**config.mk**
```make
export PLATFORM = sky130hd
export DESIGN_NAME = seg7_scan_flat
export DESIGN_NICKNAME = d
export VERILOG_FILES = /design/src/rtl/seg7_scan_if.sv /design/src/rtl/seg7_scan.sv /design/src/flat_wrapper.sv
export SDC_FILE = /design/constraint.sdc
export NUM_CORES = 1
export LEC_CHECK = 0
export ABC_AREA = 1
export BUFFER_PORTS_ARGS = -buffer_cell sky130_fd_sc_hd__buf_2
export CAP_MARGIN = 20
export CORE_ASPECT_RATIO = 1.75
export CORE_UTILIZATION = 40
export DETAILED_ROUTE_END_ITERATION = 10
export GPL_TIMING_DRIVEN = 0
export PLACE_DENSITY = 0.58
export SYNTH_ARGS = -nofsm -noshare
export SYNTH_HDL_FRONTEND = slang
export SYNTH_SLANG_ARGS = --single-unit
```
**constraint.sdc**
```tcl
create_clock -name clk -period 2.5 [get_ports clk]
set_input_delay 0 -clock clk [delete_from_list [all_inputs] [get_ports clk]]
set_output_delay 0 -clock clk [all_outputs]
set_load 0.1 [all_outputs]
```
**src/rtl/seg7_scan_if.sv**
```systemverilog
// Register-file to display bundle: source words and select in, digit drive out.
interface seg7_scan_if;
  logic [15:0] result;
  logic [15:0] counter;
  logic        sel;
  logic [3:0]  an;
  logic [6:0]  seg;
  logic        dp;

  modport master (output result, counter, sel, input an, seg, dp);
  modport slave  (input result, counter, sel, output an, seg, dp);
endinterface

```
**src/rtl/seg7_scan.sv**
```systemverilog
// Four-digit multiplexed hex display with per-frame snapshot (tear-free).
// Optional leading-zero blanking is enabled by defining SEG7_LZB_EN.
module seg7_scan #(
  parameter int unsigned DIV = 50000
) (
  input logic        clk,
  input logic        rst_n,
  seg7_scan_if.slave bus
);

  localparam int unsigned PW = (DIV > 1) ? $clog2(DIV) : 1;
  localparam logic [PW-1:0] PcMax = PW'(DIV - 1);

  logic [PW-1:0] pc_q, pc_d;
  logic [1:0]    idx_q, idx_d;
  logic [15:0]   snap_q, snap_d;
  logic          snap_sel_q, snap_sel_d;
  logic [3:0]    an_q, an_d;
  logic [6:0]    seg_q, seg_d;
  logic          dp_q, dp_d;

  logic          tick;
  logic          wrap;
  logic [1:0]    n;
  logic [15:0]   shifted;
  logic          blank;

  function automatic logic [6:0] hex7(input logic [3:0] v);
    logic [6:0] s;
    case (v)
      4'h0: s = 7'h40;
      4'h1: s = 7'h79;
      4'h2: s = 7'h24;
      4'h3: s = 7'h30;
      4'h4: s = 7'h19;
      4'h5: s = 7'h12;
      4'h6: s = 7'h02;
      4'h7: s = 7'h78;
      4'h8: s = 7'h00;
      4'h9: s = 7'h10;
      4'hA: s = 7'h08;
      4'hB: s = 7'h03;
      4'hC: s = 7'h46;
      4'hD: s = 7'h21;
      4'hE: s = 7'h06;
      default: s = 7'h0E;
    endcase
    return s;
  endfunction

  always_comb begin
    tick       = (pc_q == PcMax);
    pc_d       = tick ? '0 : pc_q + PW'(1);
    n          = idx_q + 2'd1;
    idx_d      = tick ? n : idx_q;
    wrap       = tick && (idx_q == 2'd3);
    snap_d     = wrap ? (bus.sel ? bus.counter : bus.result) : snap_q;
    snap_sel_d = wrap ? bus.sel : snap_sel_q;
    // Use the next snapshot so digit 0 shows the value loaded on this same edge.
    shifted    = snap_d >> {n, 2'b00};
`ifdef SEG7_LZB_EN
    blank      = (n != 2'd0) && (shifted == 16'h0000);
`else
    blank      = 1'b0;
`endif
    an_d  = an_q;
    seg_d = seg_q;
    dp_d  = dp_q;
    if (tick) begin
      an_d  = ~(4'b0001 << n);
      seg_d = hex7(shifted[3:0]);
      dp_d  = !((n == 2'd0) && snap_sel_d);
      if (blank) begin
        an_d  = 4'hF;
        seg_d = 7'h7F;
      end
    end
  end

  always_ff @(posedge clk or negedge rst_n) begin
    if (!rst_n) begin
      pc_q       <= '0;
      idx_q      <= 2'd3;
      snap_q     <= 16'h0000;
      snap_sel_q <= 1'b0;
      an_q       <= 4'hF;
      seg_q      <= 7'h7F;
      dp_q       <= 1'b1;
    end else begin
      pc_q       <= pc_d;
      idx_q      <= idx_d;
      snap_q     <= snap_d;
      snap_sel_q <= snap_sel_d;
      an_q       <= an_d;
      seg_q      <= seg_d;
      dp_q       <= dp_d;
    end
  end

  assign bus.an  = an_q;
  assign bus.seg = seg_q;
  assign bus.dp  = dp_q;

endmodule

```
**src/flat_wrapper.sv**
```systemverilog
// flat-port wrapper written by rule: the top's interface ports become plain ports
module seg7_scan_flat 
#(
  parameter int unsigned DIV = 50000
)
  (clk, rst_n, bus_result, bus_counter, bus_sel, bus_an, bus_seg, bus_dp);
  seg7_scan_if bus_i ();
  input logic clk;
  input logic rst_n;
  input wire logic [$bits(bus_i.result)-1:0] bus_result;
  input wire logic [$bits(bus_i.counter)-1:0] bus_counter;
  input wire logic [$bits(bus_i.sel)-1:0] bus_sel;
  output wire logic [$bits(bus_i.an)-1:0] bus_an;
  output wire logic [$bits(bus_i.seg)-1:0] bus_seg;
  output wire logic [$bits(bus_i.dp)-1:0] bus_dp;
  assign bus_i.result = bus_result;
  assign bus_i.counter = bus_counter;
  assign bus_i.sel = bus_sel;
  assign bus_an = bus_i.an;
  assign bus_seg = bus_i.seg;
  assign bus_dp = bus_i.dp;
  seg7_scan #(.DIV(DIV)) u_core (.clk(clk), .rst_n(rst_n), .bus(bus_i));
endmodule
```
# Word-level counts from Yosys, hierarchy flattened
# Memories as Yosys holds them, arrays and structs flattened. A register that Yosys moved wholly into a read port is not among the register bits.
# Index checks and enable logic that the tools add are counted.
# op_classes
n_addsub	2
n_eq_ne	2
shift	2
muxes	4
n_bitwise	1
n_reduce_logical	5
# op_table
operator	count
two-way mux 16 bit	3
adder 16 x 1 -> 16 bit, second input constant	1
== test 16 bit, second input constant	1
>> shifter 16 x 4 -> 4 bit	1
NOT 4 bit	1
left shift 1 x 2 -> 4 bit, first input constant	1
adder 2 x 1 -> 2 bit, second input constant	1
== test 2 bit, second input constant	1
logical AND 1 bit	2
zero test 1 bit	2
zero test 2 bit	1
two-way mux 1 bit	1
# word_totals
register_bits	40
romBits	112
input_bits	35
out_inout_bits	12
word_cells	23
memories	1
# memory_table
memory	depth	width	rd	rd_clocked_by_memory_dff	write_ports	line	rtl
(name not given)	16	7	1	1	0	seg7_scan.sv:30	case (v)

# Longest topological paths before layout
# logic_depth
word_depth	5
depth_mapped	17
mapped_depth_nobuf	16

# Least setup slack after synthesis
# OpenSTA, ideal clock, no wires.
# synth_timing
path_type	flip-flop to flip-flop
startpoint	register u_core.idx_q[0]
endpoint	register u_core.seg_q[3] (netlist: u_core.bus.seg[3])
setup_time_ps	77
t_arrival_ps	2129
required_ps	2423
slack_ps	293
path_stages_with_launch	13
path_buffers	1
period_less_slack_ps	2207
path_cell_list	dfstp_2 -> inv_1 -> buf_2 -> ha_1 -> inv_1 -> nand3_1 -> nand2_1 -> inv_1 -> ha_1 -> nand2_1 -> nand3_1 -> nand3_1 -> nand2_1
# synth_via
word_cells_on_any_way	5
cone_classes	add/sub (1); eq/ne (1); shift (1); mux (1); reduce/logical (1)
# synth_rtl
item	line	rtl
start, declared	seg7_scan.sv:15	logic [1:0] idx_q, idx_d;
start signal, assigned	seg7_scan.sv:91	idx_q <= idx_d;
adder 2 x 1 -> 2 bit	seg7_scan.sv:54	n = idx_q + 2'd1;
via u_core.n[0]	seg7_scan.sv:24	logic [1:0] n;
>> shifter 16 x 4 -> 4 bit	seg7_scan.sv:60	shifted = snap_d >> {n, 2'b00};
end, declared	seg7_scan.sv:19	logic [6:0] seg_q, seg_d;
# The timed path passes the listed nets, and every way through them passes these cells.
# A chain may end at the register's enable or synchronous reset.

# Worst setup path in the final report
# layout_timing
startpoint	register u_core.idx_q[0]
endpoint	register u_core.seg_q[4] (netlist: u_core.bus.seg[4])
# Same word-level chain as after synthesis.

==> metrics.txt <==
status=completed; switching share of power=0.216; CP Data Required Time=2.72 ns; antenna violations before repair=0; fraction of the core area covered by cells at the end of the flow=0.523; power share of the combinational group=0.046; count of antenna-violating nets left after detailed routing=0; area of the die=0.00734 sq mm; LEAKAGE=1.84 nW; TritonCTS clock tree=built; count of boundary I/O pins=47; Iter 0 DRT Violations=80; worst flop-to-flop path endpoint=u_core.bus.seg[4]$_DFFE_PN1N_; residual DRC count=0; number of rows in the core area=40; Setup crit end kind=flip-flop; via count of the routed design=between 2000 and 2500; total global routing overflow=0; sink count of the clock tree=46; library cells used by synthesis=34; clock buffers created by TritonCTS=5; share of cell area taken by muxes after synthesis=0.0143; average cell area after synthesis=7.94 sq um; all-layer global routing usage=0.196; crit path time final=2.36 ns; combinational family with the most area after synthesis=simple AND/OR/NAND/NOR gates; worst-case clock skew=between 0.003 and 0.004 ns; clock tree root buffer cell=sky130_fd_sc_hd__clkbuf_16; Clock Tree Buf Depth=2; leading area contributor after synthesis=sky130_fd_sc_hd__dfrtp_1; Hold EP=u_core.snap_q[15]$_DFF_PN0_; Critical Path Source Type=flip-flop; Die Ht=113 microns; Post-Synth Adder-Cell Area=0.0493; number of standard cells after synthesis=352; part of the Yosys area used for sequential elements=0.418; Reg2Reg Depth=12; ranking of synthesized cells by area=sky130_fd_sc_hd__dfrtp_1 29%, sky130_fd_sc_hd__nand2_1 14%, sky130_fd_sc_hd__dfstp_2 13%, sky130_fd_sc_hd__nand3_1 6.3%, sky130_fd_sc_hd__ha_1 4.9%; final WL=6580 microns; input/output buffers=45; xor/xnor cell area share of the yosys netlist=0.0188; worst min-delay path startpoint=bus_result[15]; Avg WL per Cell=between 10 and 15 microns; ant diodes=0; final setup violating endpoints=0; total internal power=1.25 mW; transition time of the tightest slew-check pin=around 0.5 ns; simple-gate share of the synthesized area=0.374; fraction of the cycle the final worst path needs=0.942; NumNets Final=470; total standard cell area after synthesis=around 0.0028 sq mm; fin cells=509; Via-to-Cell Ratio=4.82; Detailed Place HPWL=4810 microns; path category of the worst min-delay check=input pin to flip-flop; number of failing hold endpoints at the final stage=0; Synth warnings=0; net load switching power=about 0.34 mW; worst setup margin=0.144 ns; top library cells by usage in the layout, fill and taps aside=105 x sky130_fd_sc_hd__nand2_1, 49 x sky130_fd_sc_hd__buf_2, 33 x sky130_fd_sc_hd__inv_1, 33 x sky130_fd_sc_hd__nand3_1, 32 x sky130_fd_sc_hd__dfrtp_1; setup repair after global routing missed its margin=true; portion of synthesized cell area occupied by the leading cell type=0.287; fraction of layout cells with a size suffix above 1=0.313; worst reg-to-reg setup slack=0.14 ns; number of synthesized register bits=46; max-cap viol count=0; final RePlAce weighted congestion=0.855; layout overhead on the synthesized area=27.4%; max-slew headroom at the worst pin=0.668; Max Transition Viols Final=0; Worst Setup Path Type=flip-flop to flip-flop; clock power share=0.487; max frequency=0.424 GHz; maximum number of pins on one net before global-route repair=47; Cells after DPL=481; post-place setup slack=-0.185 ns; effective utilization at floorplan=0.410; maximum VDD drop=0.419 mV; Die Wd=about 65 microns; crit path max fanout=11; most common cell after layout, fill and taps aside=sky130_fd_sc_hd__nand2_1; reg2reg start=u_core.idx_q[0]$_DFFE_PN1N_; clock latency of the later-clocked register in the worst-skew pair=around 0.29 ns; power per cell area=448 mW/mm^2; number of detailed-route iterations in the first pass=4; first-pass GRT wire length=11000 microns; clock-pin slew reported for the worst setup and hold paths after clock tree synthesis=~0.070 ns; vias in the first global route=2416; Post-Syn Nets=398; H-tree depth=2; area of the core=0.00681 sq mm; hold-critical path depth=4; Data arrival, critical path=~2.6 ns; sequential power share=0.467; Compound-Gate Fraction of Synth Area=0.0560
## registers in the layout (all words and copies together), names as in the netlist
register	cells
u_core.bus.an	4
u_core.bus.dp	1
u_core.bus.seg	7
u_core.idx_q	2
u_core.pc_q	16
u_core.snap_q	16
## layout make-up
cell class / count / area (sq um)
plain buffers: 9 / 53.8
clock buffers: 5 / 125
clock inverters: 3 / 45.0
fillers: 702 / 3250
inverters: 39 / 153
multi-input cells: 258 / 1490
flip-flops and latches: 46 / 1170
well taps: 84 / 105
repair buffers: 65 / 415
## cell usage after synthesis, drive strengths merged
cell type	n
a21boi	1
a21oi	11
a31oi	1
and2	5
buf	6
clkbuf	3
clkinv	1
dfrtp	32
dfstp	14
ha	11
inv	38
mux2i	4
nand2	119
nand3	43
nand3b	1
nand4	11
nor2	25
nor3	4
o211ai	1
o21a	1
o21ai	13
o21bai	1
xor2	6
## worst max path at each step
stage                                           start                       endpoint  slack, ns
after global routing         u_core.pc_q[0]$_DFF_PN0_  u_core.bus.seg[1]$_DFFE_PN1N_      -0.03
final                     u_core.idx_q[0]$_DFFE_PN1N_  u_core.bus.seg[4]$_DFFE_PN1N_       0.14
after CTS                    u_core.pc_q[1]$_DFF_PN0_  u_core.bus.seg[4]$_DFFE_PN1N_       0.03
after floorplan           u_core.idx_q[0]$_DFFE_PN1N_  u_core.bus.seg[3]$_DFFE_PN1N_       0.29
after detailed placement  u_core.idx_q[0]$_DFFE_PN1N_  u_core.bus.seg[4]$_DFFE_PN1N_      -0.19
after global placement    u_core.idx_q[0]$_DFFE_PN1N_  u_core.bus.seg[4]$_DFFE_PN1N_      -0.15
## power by group through the flow
stage | Clock [mW] | Sequential [mW] | Combinational (mW)
global route | 0.820 | 0.745 | 0.0833
global placement | 0 | 0.758 | 0.0695
CTS | 0.791 | 0.745 | 0.0722
floorplan | 0 | 0.759 | 0.0248
finish | 0.777 | 0.745 | 0.0729
detailed placement | 0 | 0.758 | 0.0709
## cells by family after synthesis
kind of cell,count (synthesis)
fa+ha+maj,11
simple gates,208
flops,46
xor+xnor,6
mux,4
compound gates,29
buf+inv,48
## what timing repair did
action	in CTS	in global routing
hold buffers	1	0
endpoints found under the hold margin	32	0
pin swaps	2	7
gates resized for setup	9	9
setup endpoints to repair	7	7
setup buffers	6	12
## metrics by stage
stage / setup TNS [ns] / total power, mW / cell area, sq um / hold WS [ns]
after global placement: -0.577 / 0.828 / 3120 / 0.246
final: 0 / 1.59 / 3560 / 0.0509
after global routing: -0.0793 / 1.65 / 3560 / 0.0798
after CTS: 0 / 1.61 / 3380 / 0.0499
after floorplan: 0 / 0.783 / 2790 / -0.296
after detailed placement: -0.637 / 0.829 / 3120 / 0.248
## worst max-delay path: stages (launching register included)
cell	delay (ns)
sky130_fd_sc_hd__dfstp_2	0.59
sky130_fd_sc_hd__inv_1	0.08
sky130_fd_sc_hd__buf_4	0.19
sky130_fd_sc_hd__ha_4	0.31
sky130_fd_sc_hd__clkinvlp_4	0.12
sky130_fd_sc_hd__nand3_1	0.14
sky130_fd_sc_hd__nand2_4	0.10
sky130_fd_sc_hd__inv_2	0.08
sky130_fd_sc_hd__ha_2	0.20
sky130_fd_sc_hd__nand3_2	0.12
sky130_fd_sc_hd__nor2_1	0.10
sky130_fd_sc_hd__nor2_1	0.07
sky130_fd_sc_hd__a21oi_1	0.18
## layer usage
metal / global-route usage / routed length [microns] / vias to the layer above
met5: 0 / 0 / -
met4: 0.0797 / 163 / 0
met3: 0.0335 / 140 / 13
met2: 0.366 / 3740 / 40
met1: 0.210 / 2540 / 1129
li1: - / - / 1272
Note: power is estimated with default switching activity, not from simulation.
